## src/rtl/snake_pkg.sv

```systemverilog
// Shared direction encoding and helpers for the snake direction controller.
// Directions are 5-bit one-hot; bit 0 is never used so an all-zero code is recognisably invalid.
package snake_pkg;

    localparam int DEBOUNCE_DEFAULT = 250000;

    localparam logic [4:0] DIR_UP    = 5'b00010;
    localparam logic [4:0] DIR_LEFT  = 5'b00100;
    localparam logic [4:0] DIR_DOWN  = 5'b01000;
    localparam logic [4:0] DIR_RIGHT = 5'b10000;

    function automatic logic [4:0] dir_opposite(input logic [4:0] d);
        case (d)
            DIR_UP:    return DIR_DOWN;
            DIR_DOWN:  return DIR_UP;
            DIR_LEFT:  return DIR_RIGHT;
            DIR_RIGHT: return DIR_LEFT;
            default:   return 5'b00000;
        endcase
    endfunction

    function automatic logic [4:0] dir_clockwise(input logic [4:0] d);
        case (d)
            DIR_UP:    return DIR_RIGHT;
            DIR_RIGHT: return DIR_DOWN;
            DIR_DOWN:  return DIR_LEFT;
            DIR_LEFT:  return DIR_UP;
            default:   return 5'b00000;
        endcase
    endfunction

    function automatic logic dir_valid(input logic [4:0] d);
        return (d == DIR_UP) || (d == DIR_DOWN) || (d == DIR_LEFT) || (d == DIR_RIGHT);
    endfunction

endpackage

```

## src/rtl/btn_conditioner.sv

```systemverilog
// One push-button input: 2-FF synchroniser, stable-count debouncer and registered
// rising-edge press pulse (press appears 2 + DEBOUNCE_CYCLES + 1 cycles after the raw edge).
module btn_conditioner
    import snake_pkg::*;
#(
    parameter int DEBOUNCE_CYCLES = DEBOUNCE_DEFAULT
) (
    input  logic master_clk,
    input  logic reset,
    input  logic raw,
    output logic level,
    output logic press
);

    localparam int CNT_W = $clog2(DEBOUNCE_CYCLES);
    localparam logic [CNT_W-1:0] CNT_LAST = CNT_W'(DEBOUNCE_CYCLES - 1);

    logic [1:0]       sync_q;
    logic [CNT_W-1:0] cnt;
    logic             level_d;

    always_ff @(posedge master_clk or posedge reset) begin
        if (reset) begin
            sync_q  <= 2'b00;
            cnt     <= '0;
            level   <= 1'b0;
            level_d <= 1'b0;
            press   <= 1'b0;
        end else begin
            sync_q <= {sync_q[0], raw};
            // Any sample agreeing with the accepted level restarts the stability window.
            if (sync_q[1] == level) begin
                cnt <= '0;
            end else if (cnt == CNT_LAST) begin
                level <= ~level;
                cnt   <= '0;
            end else begin
                cnt <= cnt + CNT_W'(1);
            end
            level_d <= level;
            press   <= level & ~level_d;
        end
    end

endmodule

```

## src/rtl/snake_dir_ctrl.sv

```systemverilog
// Snake direction input stage: conditions the buttons, validates turns, queues them and
// commits one per update_tick. Optional clockwise button enabled by SNAKE_DIR_CYCLE_EN.
module snake_dir_ctrl
    import snake_pkg::*;
#(
    parameter int          DEBOUNCE_CYCLES = DEBOUNCE_DEFAULT,
    parameter int          QDEPTH          = 2,
    parameter logic [4:0]  INIT_DIR        = DIR_UP,
    localparam int         QW              = $clog2(QDEPTH + 1)
) (
    input  logic          master_clk,
    input  logic          reset,
    input  logic          start,
    input  logic          btn_up,
    input  logic          btn_down,
    input  logic          btn_left,
    input  logic          btn_right,
`ifdef SNAKE_DIR_CYCLE_EN
    input  logic          btn_cycle,
`endif
    input  logic          update_tick,
    output logic [4:0]    direction,
    output logic          turn_taken,
    output logic          turn_dropped,
    output logic [QW-1:0] queue_count
);

`ifdef SNAKE_DIR_CYCLE_EN
    localparam int NBTN = 5;
`else
    localparam int NBTN = 4;
`endif

    logic [NBTN-1:0] btn_raw;
    logic [NBTN-1:0] btn_press;
    logic [NBTN-1:0] btn_level_unused;

`ifdef SNAKE_DIR_CYCLE_EN
    assign btn_raw = {btn_cycle, btn_left, btn_down, btn_right, btn_up};
`else
    assign btn_raw = {btn_left, btn_down, btn_right, btn_up};
`endif

    for (genvar gi = 0; gi < NBTN; gi++) begin : g_btn
        btn_conditioner #(
            .DEBOUNCE_CYCLES(DEBOUNCE_CYCLES)
        ) u_btn (
            .master_clk (master_clk),
            .reset      (reset),
            .raw        (btn_raw[gi]),
            .level      (btn_level_unused[gi]),
            .press      (btn_press[gi])
        );
    end

    logic [4:0]    q      [QDEPTH];
    logic [4:0]    q_next [QDEPTH];
    logic [4:0]    ref_dir;
    logic [4:0]    req_dir;
    logic          req_valid;
    logic          full;
    logic          pop;
    logic          push;
    logic          drop;
    logic [QW-1:0] count_next;
    int            tail;

    always_comb begin
        // Newest queued turn is the reference so that queued turns chain legally.
        ref_dir = direction;
        for (int i = 0; i < QDEPTH; i++) begin
            if (int'(queue_count) == i + 1) ref_dir = q[i];
        end

        req_dir = 5'b00000;
        if (btn_press[0])      req_dir = DIR_UP;
        else if (btn_press[1]) req_dir = DIR_RIGHT;
        else if (btn_press[2]) req_dir = DIR_DOWN;
        else if (btn_press[3]) req_dir = DIR_LEFT;
`ifdef SNAKE_DIR_CYCLE_EN
        else if (btn_press[4]) req_dir = dir_clockwise(ref_dir);
`endif

        req_valid = (req_dir != 5'b00000) && (req_dir != ref_dir) &&
                    (req_dir != dir_opposite(ref_dir));
        full = (queue_count == QW'(QDEPTH));
        pop  = update_tick && (queue_count != '0);
        push = req_valid && (!full || pop);
        drop = req_valid && full && !pop;

        q_next = q;
        if (pop) begin
            for (int i = 0; i < QDEPTH; i++) q_next[i] = q[(i + 1) % QDEPTH];
        end
        tail = int'(queue_count) - int'(pop);
        if (push) begin
            for (int i = 0; i < QDEPTH; i++) begin
                if (i == tail) q_next[i] = req_dir;
            end
        end

        case ({push, pop})
            2'b10:   count_next = queue_count + QW'(1);
            2'b01:   count_next = queue_count - QW'(1);
            default: count_next = queue_count;
        endcase
    end

    always_ff @(posedge master_clk or posedge reset) begin
        if (reset) begin
            direction    <= INIT_DIR;
            queue_count  <= '0;
            turn_taken   <= 1'b0;
            turn_dropped <= 1'b0;
            for (int i = 0; i < QDEPTH; i++) q[i] <= 5'b00000;
        end else if (!start) begin
            direction    <= INIT_DIR;
            queue_count  <= '0;
            turn_taken   <= 1'b0;
            turn_dropped <= 1'b0;
        end else begin
            q            <= q_next;
            queue_count  <= count_next;
            turn_taken   <= pop;
            turn_dropped <= drop;
            if (pop) direction <= dir_valid(q[0]) ? q[0] : INIT_DIR;
        end
    end

endmodule

```

## config.mk

```make
export PLATFORM = sky130hd
export DESIGN_NAME = snake_dir_ctrl
export DESIGN_NICKNAME = d
export VERILOG_FILES = /design/src/rtl/snake_pkg.sv /design/src/rtl/btn_conditioner.sv /design/src/rtl/snake_dir_ctrl.sv
export SDC_FILE = /design/constraint.sdc
export NUM_CORES = 1
export LEC_CHECK = 0
export CELL_PAD_IN_SITES_DETAIL_PLACEMENT = 0
export CELL_PAD_IN_SITES_GLOBAL_PLACEMENT = 2
export CORE_MARGIN = 2
export CORE_UTILIZATION = 36
export CTS_BUF_LIST = sky130_fd_sc_hd__clkbuf_4
export CTS_CLUSTER_SIZE = 30
export DETAILED_ROUTE_END_ITERATION = 16
export DONT_BUFFER_PORTS = 1
export PLACE_DENSITY = 0.78
export SLEW_MARGIN = 0
export SYNTH_ARGS = -nofsm -noshare
export SYNTH_HDL_FRONTEND = slang
export SYNTH_SLANG_ARGS = --single-unit
```

## constraint.sdc

```tcl
create_clock -name master_clk -period 7.9 [get_ports master_clk]
set_input_delay 1.58 -clock master_clk [delete_from_list [all_inputs] [get_ports master_clk]]
set_output_delay 1.58 -clock master_clk [all_outputs]
set_load 0.02 [all_outputs]
```

# After elaboration in Yosys (flattened, before gate mapping)
# Index checks and enable logic that the tools add are counted.
[word_totals]
reg_bits = 111
latchBits = 0
mem_bits_rw = 0
rom_bits = 0
in_bits = 8
memories = 0
[op_classes]
addsub = 7
mul = 0
div = 0
order_cmp = 0
eq_ne = 26
shift = 0
muxes = 26
bitwise_logic = 16
reduce_logical = 19
[op_table]
columns = ["cell", "n"]
rows = [
  ["two-way mux 18 bit", 8],
  ["adder 18 x 1 -> 18 bit (second input constant)", 4],
  ["== test 18 bit (second input constant)", 4],
  ["two-way mux 5 bit", 9],
  ["zero test 32 bit", 1],
  ["two-way mux 10 bit", 2],
  ["case mux 5 bit (4 select lines)", 1],
  ["inverter 1 bit", 12],
  ["== test 5 x 2 -> 1 bit (second input constant)", 2],
  ["== test 5 x 3 -> 1 bit (second input constant)", 2],
  ["== test 5 x 4 -> 1 bit (second input constant)", 2],
  ["== test 5 bit (second input constant)", 2],
  ["inequality test 5 bit", 2],
  ["== test 2 bit (second input constant)", 4],
  ["AND reduction 2 bit", 4],
  ["logical AND 1 bit", 6],
  ["nonzero test 5 bit", 1],
  ["AND 1 bit", 4],
  ["== test 1 bit", 4],
  ["logical OR 1 bit", 4],
  ["two-way mux 4 bit", 1],
  ["case mux 2 bit (2 select lines)", 1],
  ["== test 2 x 3 -> 1 bit (first input constant)", 1],
  ["two-way mux 3 bit", 1],
  ["10 further kinds", 12],
]

# Depth between registers and ports, before layout
# Gate-level depths: netlist of the first run.
[depth]
depth_word = 11
depth_mapped = 11
mapped_depth_nobuf = 8

# By module
# From an unflattened synthesis of the first run, not the netlist that was laid out.
[hier_totals]
hier_cells = 580
hier_area_um2 = 5914.4
[by_module_without_submodules]
columns = ["module", "instances", "cells_per_inst", "area_each_um2", "seq_area_each_um2"]
rows = [
  ["btn_conditioner (g_btn[0].u_btn ...)", 3, 107, 1112.3, 575.6],
  ["snake_dir_ctrl", 1, 157, 1498.9, 476.7],
  ["btn_conditioner (g_btn[1].u_btn)", 1, 102, 1078.5, 575.6],
]

# Worst setup path before layout of the first run
# Ideal clock, no wire load.
[synth_path]
kind = "input -> register"
start = "input update_tick"
end = "register q[2] (netlist name)"
setup_ns = 0.126
t_arrival_ns = 4.036
t_required_ns = 7.774
path_slack_ns = 3.738
stages = 9
path_buffers = 1
path_cell_list = "o21ai_1 -> inv_1 -> clkbuf_1 -> ha_1 -> ha_1 -> or4b_2 -> nor4_4 -> o21ai_2 -> a221o_1"
[synth_between]
elab_chain_cells = 5
[synth_lines]
columns = ["element", "line_no", "source"]
rows = [
  ["start, declared", "snake_dir_ctrl.sv:21", "input logic update_tick,"],
  ["logical AND 1 bit *", "snake_dir_ctrl.sv:87", "pop = update_tick && (queue_count != '0);"],
  ["subtractor 2 x 1 -> 3 bit", "snake_dir_ctrl.sv:95", "tail = int'(queue_count) - int'(pop);"],
  ["== test 2 x 3 -> 1 bit", "snake_dir_ctrl.sv:98", "if (i == tail) q_next[i] = req_dir;"],
  ["two-way mux 5 bit", "snake_dir_ctrl.sv:98", ""],
  ["two-way mux 10 bit *", "snake_dir_ctrl.sv:96", "if (push) begin"],
  ["end signal, assigned", "snake_dir_ctrl.sv:122", "q <= q_next;"],
  ["end, declared", "snake_dir_ctrl.sv:56", "logic [4:0] q [QDEPTH];"],
]
# Every way passes the cells marked *; elsewhere a longest branch is shown, timed or not.
# A chain may end at the register's enable or synchronous reset.

# Worst setup path after layout of the first run
[layout_path]
start = "input update_tick"
end = "register q[3] (netlist name)"
# The elaborated chain is that of the path after synthesis.

==> metrics.csv, run 1 <==
stage,metric,value,unit
outcome,outcome,"complete, no violations",
synthesis,Most used DFF post-synth,dfrtp_1,
detailed_routing,WL per Instance,14.4,um
synthesis,asr flop ratio synth,1.00,
synthesis,"Seq/Total Area, Yosys",0.513,
power_and_ir_drop,Worst IR Drop VDD,0.0000774,V
place,GP Congestion,0.778,
synthesis,Yosys warnings,0,
die,count of boundary I/O pins,17,
die,die outline height,127,um
clock_tree,Clock Path Buffers,2,
sta,Final TNS setup,0,ns
clock_tree,H-tree depth,3,
clock_tree,"Reg clk slew, reported paths",0.17,ns
setup_path,Worst Setup End Kind,flip-flop,
grt,remaining global-route overflow,0,
detailed_routing,vias,3674,
die,die area,16000,um2
clock_tree,Root Driver,clkbuf_4,
die,Cell Rows,44,
sta,clock skew,0.0137,ns
sta,Slew Limit Fails,0,
synthesis,synthesized flop and latch total,111,
sta,Worst Max-Slew Pin Slew,0.837,ns
grt,Total GRT Usage,0.136,
sta,"Hold Vio Cnt, Final",0,
place,DP Wirelength,6900,um
grt,initial antenna violation count,1,
detailed_routing,drc violations,0,
detailed_routing,drt total wl,10300,um
setup_path,Critical Path Source Type,primary input,
layout,most frequent cells in the layout,"dfrtp_1 (110), nor2_1 (89), nand2_1 (38), xor2_1 (38), nand3_1 (31)",
synthesis,top cell type's share of synthesized area,0.509,
detailed_routing,Pre-antenna DRT Iters,4,
die,Placeable Area,14600,um2
layout,fin nets,539,
clock_tree,cts hold-fix bufs,0,
synthesis,ranking of synthesized cells by area,"dfrtp_1 (51%), nor2_1 (6.2%), xor2_1 (6.1%)",
layout,"Core Util, Final",0.390,
clock_tree,TritonCTS buffer count,9,
sta,Slew Limit Headroom,0.442,
grt,first-pass GRT wire length,17800,um
clock_tree,post-cts sizing count,0,
grt,pin count of the biggest net entering global routing,59,
clock_tree,postcts setup bufs,0,
worst_hold_path,HP Class,flip-flop to flip-flop,
place,Port-buffer cells,0,
sta,post-route minimum period,4.10,ns
synthesis,Synth Instances,531,
die,Die Width,127,um
detailed_routing,drt via density,5.14,
setup_path,Required @ worst endpoint,8.28,ns
clock_tree,Clock Sinks,111,
setup_path,critical path class,primary input to flip-flop,
power_and_ir_drop,static leakage,2.44,nW
synthesis,Yosys cell types,56,
clock_tree,Worst-Skew Late Latency,0.47,ns
layout,share of layout cells above drive strength 1,0.0698,
job,Max-Cap Viols,0,
sta,RSZ-0062 raised after global routing,no,
synthesis,Post-Syn Area,5410,um2
synthesis,Syn Nets,545,
synthesis,Synth area leader,dfrtp_1,
synthesis,Avg Inst Size Synth,10.2,um2
detailed_routing,Detail Route Antenna Nets,0,
setup_path,"Data arrival, critical path",4.47,ns
clock_tree,CTS tree,done,
die,Initial Utilization,0.371,
grt,number of global-route vias before repair,3621,
sta,Final setup viols,0,
layout,Area Growth Syn to Fin,5.06,%
layout,"commonest non-fill, non-tap cell in the layout",dfrtp_1,
synthesis,"EDFF count, synth",0,
sta,Max Freq,244,MHz
detailed_routing,DRT iter0 DRCs,205,
power_and_ir_drop,pwr dens,152,nW/um2
setup_path,worst-path fanout max,11,
sta,final period utilization,0.518,
logic make-up (layout without fill, tap and decap cells):
family                     count (synthesis)  after routing  synth area share
AOI/OAI and AO/OA                         45             45            0.0636
xor gates and xnor gates                  67             67             0.108
adders and majority gates                  6              6            0.0139
buffers and inverters                     34             33            0.0268
DFF                                      111            111             0.513
muxes                                     21             21            0.0414
other                                      0              1                 0
and+or+nand+nor                          247            247             0.233
metrics by stage:
stage          instance area, um2  std cells  hold WS (ns)  setup slack (ns)  total power [mW]
3_5_place_dp                 5570        698         0.336              3.29             0.621
3_3_place_gp                 5570        698         0.334              3.37             0.620
2_1_floorplan                5410        531         0.331              3.39             0.614
5_1_grt                      5690        715         0.382              3.56             0.911
6_report                     5690        715         0.369              3.80             0.865
4_1_cts                      5680        714         0.374              3.82             0.885
critical path, cell delays in order:
cell     delay [ns]
o21ai_1        0.37
inv_1          0.39
ha_1           0.31
ha_1           0.26
or4b_2         0.62
nor4_4         0.41
o21ai_2        0.15
a221o_1        0.37
layer usage:
metal | global-route usage | wire length [um] | part of all wire
met1 | 0.193 | 5230 | 0.51
met2 | 0.205 | 4550 | 0.44
met3 | 0.0329 | 340 | 0.033
met4 | 0.0465 | 140 | 0.014
met5 | 0 | 0 | 0
worst paths after layout:
check,startpoint,endpoint,slack (ns),depth (start not counted)
max,update_tick,q[3]$_DFFE_PP0P_,3.80,8
min,g_btn[3].u_btn.sync_q[0]$_DFF_PP0_,g_btn[3].u_btn.sync_q[1]$_DFF_PP0_,0.37,0
max reg2reg,queue_count[1]$_DFFE_PP0P_,q[3]$_DFFE_PP0P_,3.82,8
min reg2reg,g_btn[3].u_btn.sync_q[0]$_DFF_PP0_,g_btn[3].u_btn.sync_q[1]$_DFF_PP0_,0.37,0
max in group asynchronous,reset,g_btn[0].u_btn.cnt[9]$_DFF_PP0_,5.64,2
min in group asynchronous,reset,g_btn[2].u_btn.cnt[1]$_DFF_PP0_,1.05,1
flip-flops by register name (all words and copies together) (netlist names):
register             flops
q                       10
turn_taken               1
g_btn.u_btn.level        4
queue_count              2
g_btn.u_btn.press        4
direction                5
g_btn.u_btn.cnt         72
turn_dropped             1
g_btn.u_btn.level_d      4
g_btn.u_btn.sync_q       8
final cells by class:
| cell class | count | area, um2 |
|---|---|---|
| diodes | 1 | 2.50 |
| clock buffers | 9 | 67.6 |
| clock inverters | 7 | 45.0 |
| fillers | 1441 | 8900 |
| inverters | 15 | 58.8 |
| multi-input cells | 386 | 2490 |
| flip-flops and latches | 111 | 2780 |
| well taps | 184 | 230 |
| repair buffers | 2 | 15.0 |
Yosys cell counts (4+ instances only):
cell type and n:
a21oi_1 10, a221o_1 5, and3_1 20, clkbuf_1 14, dfrtp_1 110, ha_1 6
inv_1 15, mux2_2 4, mux2i_1 15, nand2_1 38, nand2b_1 5, nand3_1 31
nand3b_1 5, nand4_1 6, nor2_1 89, nor2b_1 5, nor3_1 10, nor4_1 7
nor4b_1 4, o21ai_0 7, or3_1 8, xnor2_1 29, xor2_1 38
report_power, final:
| group | internal, mW | total (mW) | switching [mW] | leakage, nW |
|---|---|---|---|---|
| Clock | 0.0653 | 0.256 | 0.191 | 0.0679 |
| Sequential | 0.575 | 0.580 | 0.00457 | 1.52 |
| Combinational | 0.00668 | 0.0287 | 0.0221 | 0.850 |
| Total | 0.648 | 0.865 | 0.217 | 2.44 |
(Power assumes the default switching activity.)
==> inputs of run 2 (changes only) <==
- PLACE_DENSITY: 0.78 -> 0.8
- clock period: 7.9 -> 3.3 ns (I/O delays scaled with it)
==> run 2 against run 1 <==
Against the previous run:
- total power up 140%
- final cell count up 0.28%
- core utilization up 0.37 points
- via count down 0.68%
- non-clock buffer count up 3
- sequential share of layout area down 0.44 points
- largest cell class unchanged
- worst setup slack worse by 3.6 ns
- die area unchanged
- sequential cell count unchanged
- worst hold slack worse by 0.21 ns
==> metrics.csv, run 2 (synthesized netlist as in run 1, its figures left out) <==
stage,metric,value,unit,change
grt,remaining global-route overflow,0,,unchanged
setup_path,critical path class,flip-flop to flip-flop,,was primary input to flip-flop
die,Cell Rows,44,,unchanged
die,Placeable Area,14600,um2,unchanged
setup_path,"delay-heaviest family, CP",simple AND/OR/NAND/NOR gates,,unchanged
clock_tree,Clock Path Buffers,2,,unchanged
layout,"commonest non-fill, non-tap cell in the layout",dfrtp_1,,unchanged
clock_tree,Clock Sinks,111,,unchanged
power_and_ir_drop,Power Total,2.07,mW,was 865 uW
layout,"Core Util, Final",0.393,,was 0.390
sta,Final setup viols,0,,unchanged
setup_path,critical path's largest stage delay,0.70,ns,was 0.62 ns
setup_path,"Data arrival, critical path",3.44,ns,was 4.47 ns
grt,number of global-route vias before repair,3775,,was 3621
setup_path,Required @ worst endpoint,3.68,ns,was 8.28 ns
detailed_routing,WL per Instance,14.1,um,was 14.4 um
setup_path,Worst Setup End Kind,flip-flop,,unchanged
clock_tree,CTS tree,done,,unchanged
sta,"Hold Vio Cnt, Final",0,,unchanged
clock_tree,cts hold-fix bufs,0,,unchanged
detailed_routing,drt via density,5.09,,was 5.14
layout,fin nets,542,,was 539
layout,Top reg by flops,g_btn.u_btn.cnt,,unchanged
layout,Top Registers,"g_btn.u_btn.cnt (72), q (10), g_btn.u_btn.sync_q (8)",,unchanged
sta,RSZ-0062 raised after global routing,no,,unchanged
sta,Worst Max-Slew Pin Slew,0.682,ns,was 0.837 ns
sta,final period utilization,0.928,,
grt,Total GRT Usage,0.138,,was 0.136
clock_tree,TritonCTS buffer count,9,,unchanged
sta,Final TNS setup,0,ns,unchanged
layout,diodes inserted,0,,was 1
layout,max reg flops,72,,unchanged
die,die outline height,127,um,unchanged
power_and_ir_drop,Worst IR Drop VDD,0.000169,V,was 0.0000774 V
grt,first-pass GRT wire length,17900,um,was 17800 um
sta,clock skew,0.0198,ns,was 0.0137 ns
setup_path,Critical Path Source Type,flip-flop,,was primary input
die,Die Width,127,um,unchanged
setup_path,cell repeated most along the worst path,mux2i_1,,was ha_1
clock_tree,H-tree depth,3,,unchanged
setup_path,"Buf+Inv Stages, Crit Path",0,,was 1
layout,Area Growth Syn to Fin,6.06,%,was 5.06%
detailed_routing,drc violations,0,,unchanged
layout,share of layout cells above drive strength 1,0.0788,,was 0.0698
die,die area,16000,um2,unchanged
setup_path,ordered list of cells on the worst path,mux2i_1 -> mux2i_1 -> and4b_1 -> nor3_1 -> nor3_2 -> nor4_4 -> o21ai_2 -> a221o_1,,was o21ai_1 -> inv_1 -> ha_1 -> ha_1 -> or4b_2 -> nor4_4 -> o21ai_2 -> a221o_1
power_and_ir_drop,static leakage,2.44,nW,about the same
setup_path,Worst path slowest cell,dfrtp_2,,was or4b_2
detailed_routing,vias,3649,,was 3674
clock_tree,postcts setup bufs,0,,unchanged
power_and_ir_drop,pwr dens,361,nW/um2,was 152 nW/um2
setup_path,reg2reg start,queue_count[1]$_DFFE_PP0P_,,unchanged
setup_path,worst-path fanout max,16,,was 11
setup_path,Worst Setup SP,queue_count[1]$_DFFE_PP0P_,,was update_tick
sta,Max Freq,327,MHz,
clock_tree,Root Driver,clkbuf_4,,unchanged
detailed_routing,Pre-antenna DRT Iters,4,,unchanged
die,count of boundary I/O pins,17,,unchanged
place,GP Congestion,0.812,,was 0.778
die,Initial Utilization,0.371,,unchanged
clock_tree,post-cts sizing count,0,,unchanged
sta,post-route minimum period,3.06,ns,
outcome,outcome,"complete, no violations",,unchanged
detailed_routing,Detail Route Antenna Nets,0,,unchanged
layout,# fillers,1416,,was 1441
clock_tree,Worst-Skew Late Latency,0.48,ns,was 0.47 ns
detailed_routing,drt total wl,10100,um,was 10300 um
job,Max-Cap Viols,0,,unchanged
place,Port-buffer cells,0,,unchanged
place,DP Wirelength,6820,um,was 6900 um
grt,initial antenna violation count,0,,was 1
sta,Slew Limit Headroom,0.545,,was 0.442
clock_tree,"Reg clk slew, reported paths",0.17,ns,about the same
detailed_routing,DRT iter0 DRCs,234,,was 205
sta,Slew Limit Fails,0,,unchanged
grt,pin count of the biggest net entering global routing,112,,was 59
layout,most frequent cells in the layout,"dfrtp_1 (109), nor2_1 (89), nand2_1 (38), xor2_1 (38), nand3_1 (31)",,"was dfrtp_1 (110), nor2_1 (89), nand2_1 (38), xor2_1 (38), nand3_1 (31)"
worst_hold_path,HP Class,primary input to async pin,,was flip-flop to flip-flop
## run 2: cell count changes in the layout (fill, tap and decap cells not counted)
cell,delta
or4b_2,-1
o21ai_1,-1
dfrtp_1,-1
dfrtp_2,+1
inv_6,-1
buf_12,+1
buf_4,+2
o21ai_4,+1
diode_2,-1
or4b_4,+1
inv_4,-1
clkinvlp_4,+4
clkinv_2,-2
## run 2: path summary, 6_finish.rpt
path / depth (start not counted) / endpoint / slack, ns
max in group asynchronous: 2 / queue_count[1]$_DFFE_PP0P_ / 2.63
min reg2reg: 0 / g_btn[2].u_btn.sync_q[1]$_DFF_PP0_ / 0.37
min in group master_clk: 0 / g_btn[3].u_btn.sync_q[0]$_DFF_PP0_ / 0.18
max: 8 / q[2]$_DFFE_PP0P_ / 0.24
max reg2reg: 8 / q[2]$_DFFE_PP0P_ / 0.24
min: 2 / g_btn[0].u_btn.sync_q[0]$_DFF_PP0_ / 0.16
## run 2: per-layer routing
metal / GRT usage / vias up / part of all wire
li1: - / 1806 / -
met1: 0.187 / 1772 / 0.49
met2: 0.218 / 53 / 0.46
met3: 0.0261 / 18 / 0.032
met4: 0.0588 / 0 / 0.023
met5: 0 / - / 0
## run 2: worst register-to-register path: cells and delay by family (launching register included)
| kind | cells | cell delay [ns] |
|---|---|---|
| simple gates | 4 | 1.15 |
| mux | 2 | 0.58 |
| compound gates | 2 | 0.53 |
| flops | 1 | 0.70 |
## run 2: stage by stage
stage,hold slack (ns),instances,worst slack (ns),instance area [um2]
global placement,0.336,701,0.368,5620
finish,0.157,717,0.239,5740
detailed placement,0.340,701,0.275,5620
global route,0.123,717,0.0201,5740
CTS,0.139,717,0.248,5740
floorplan,0.331,531,0.105,5440
## run 2: area by class of cell
type / instances / area, um2 / area share
flip-flops and latches: 111 / 2780 / 0.484
clock inverters: 7 / 48.8 / 0.00850
well taps: 184 / 230 / 0.0401
repair buffers: 5 / 50.0 / 0.00872
clock buffers: 9 / 67.6 / 0.0118
inverters: 15 / 60.1 / 0.0105
multi-input cells: 386 / 2500 / 0.436
## run 2: report_power, final
group	switching [mW]	internal (mW)	leakage [nW]	total (mW)
Combinational	0.0522	0.0179	0.870	0.0701
Sequential	0.0104	1.38	1.52	1.39
Clock	0.461	0.155	0.0560	0.616
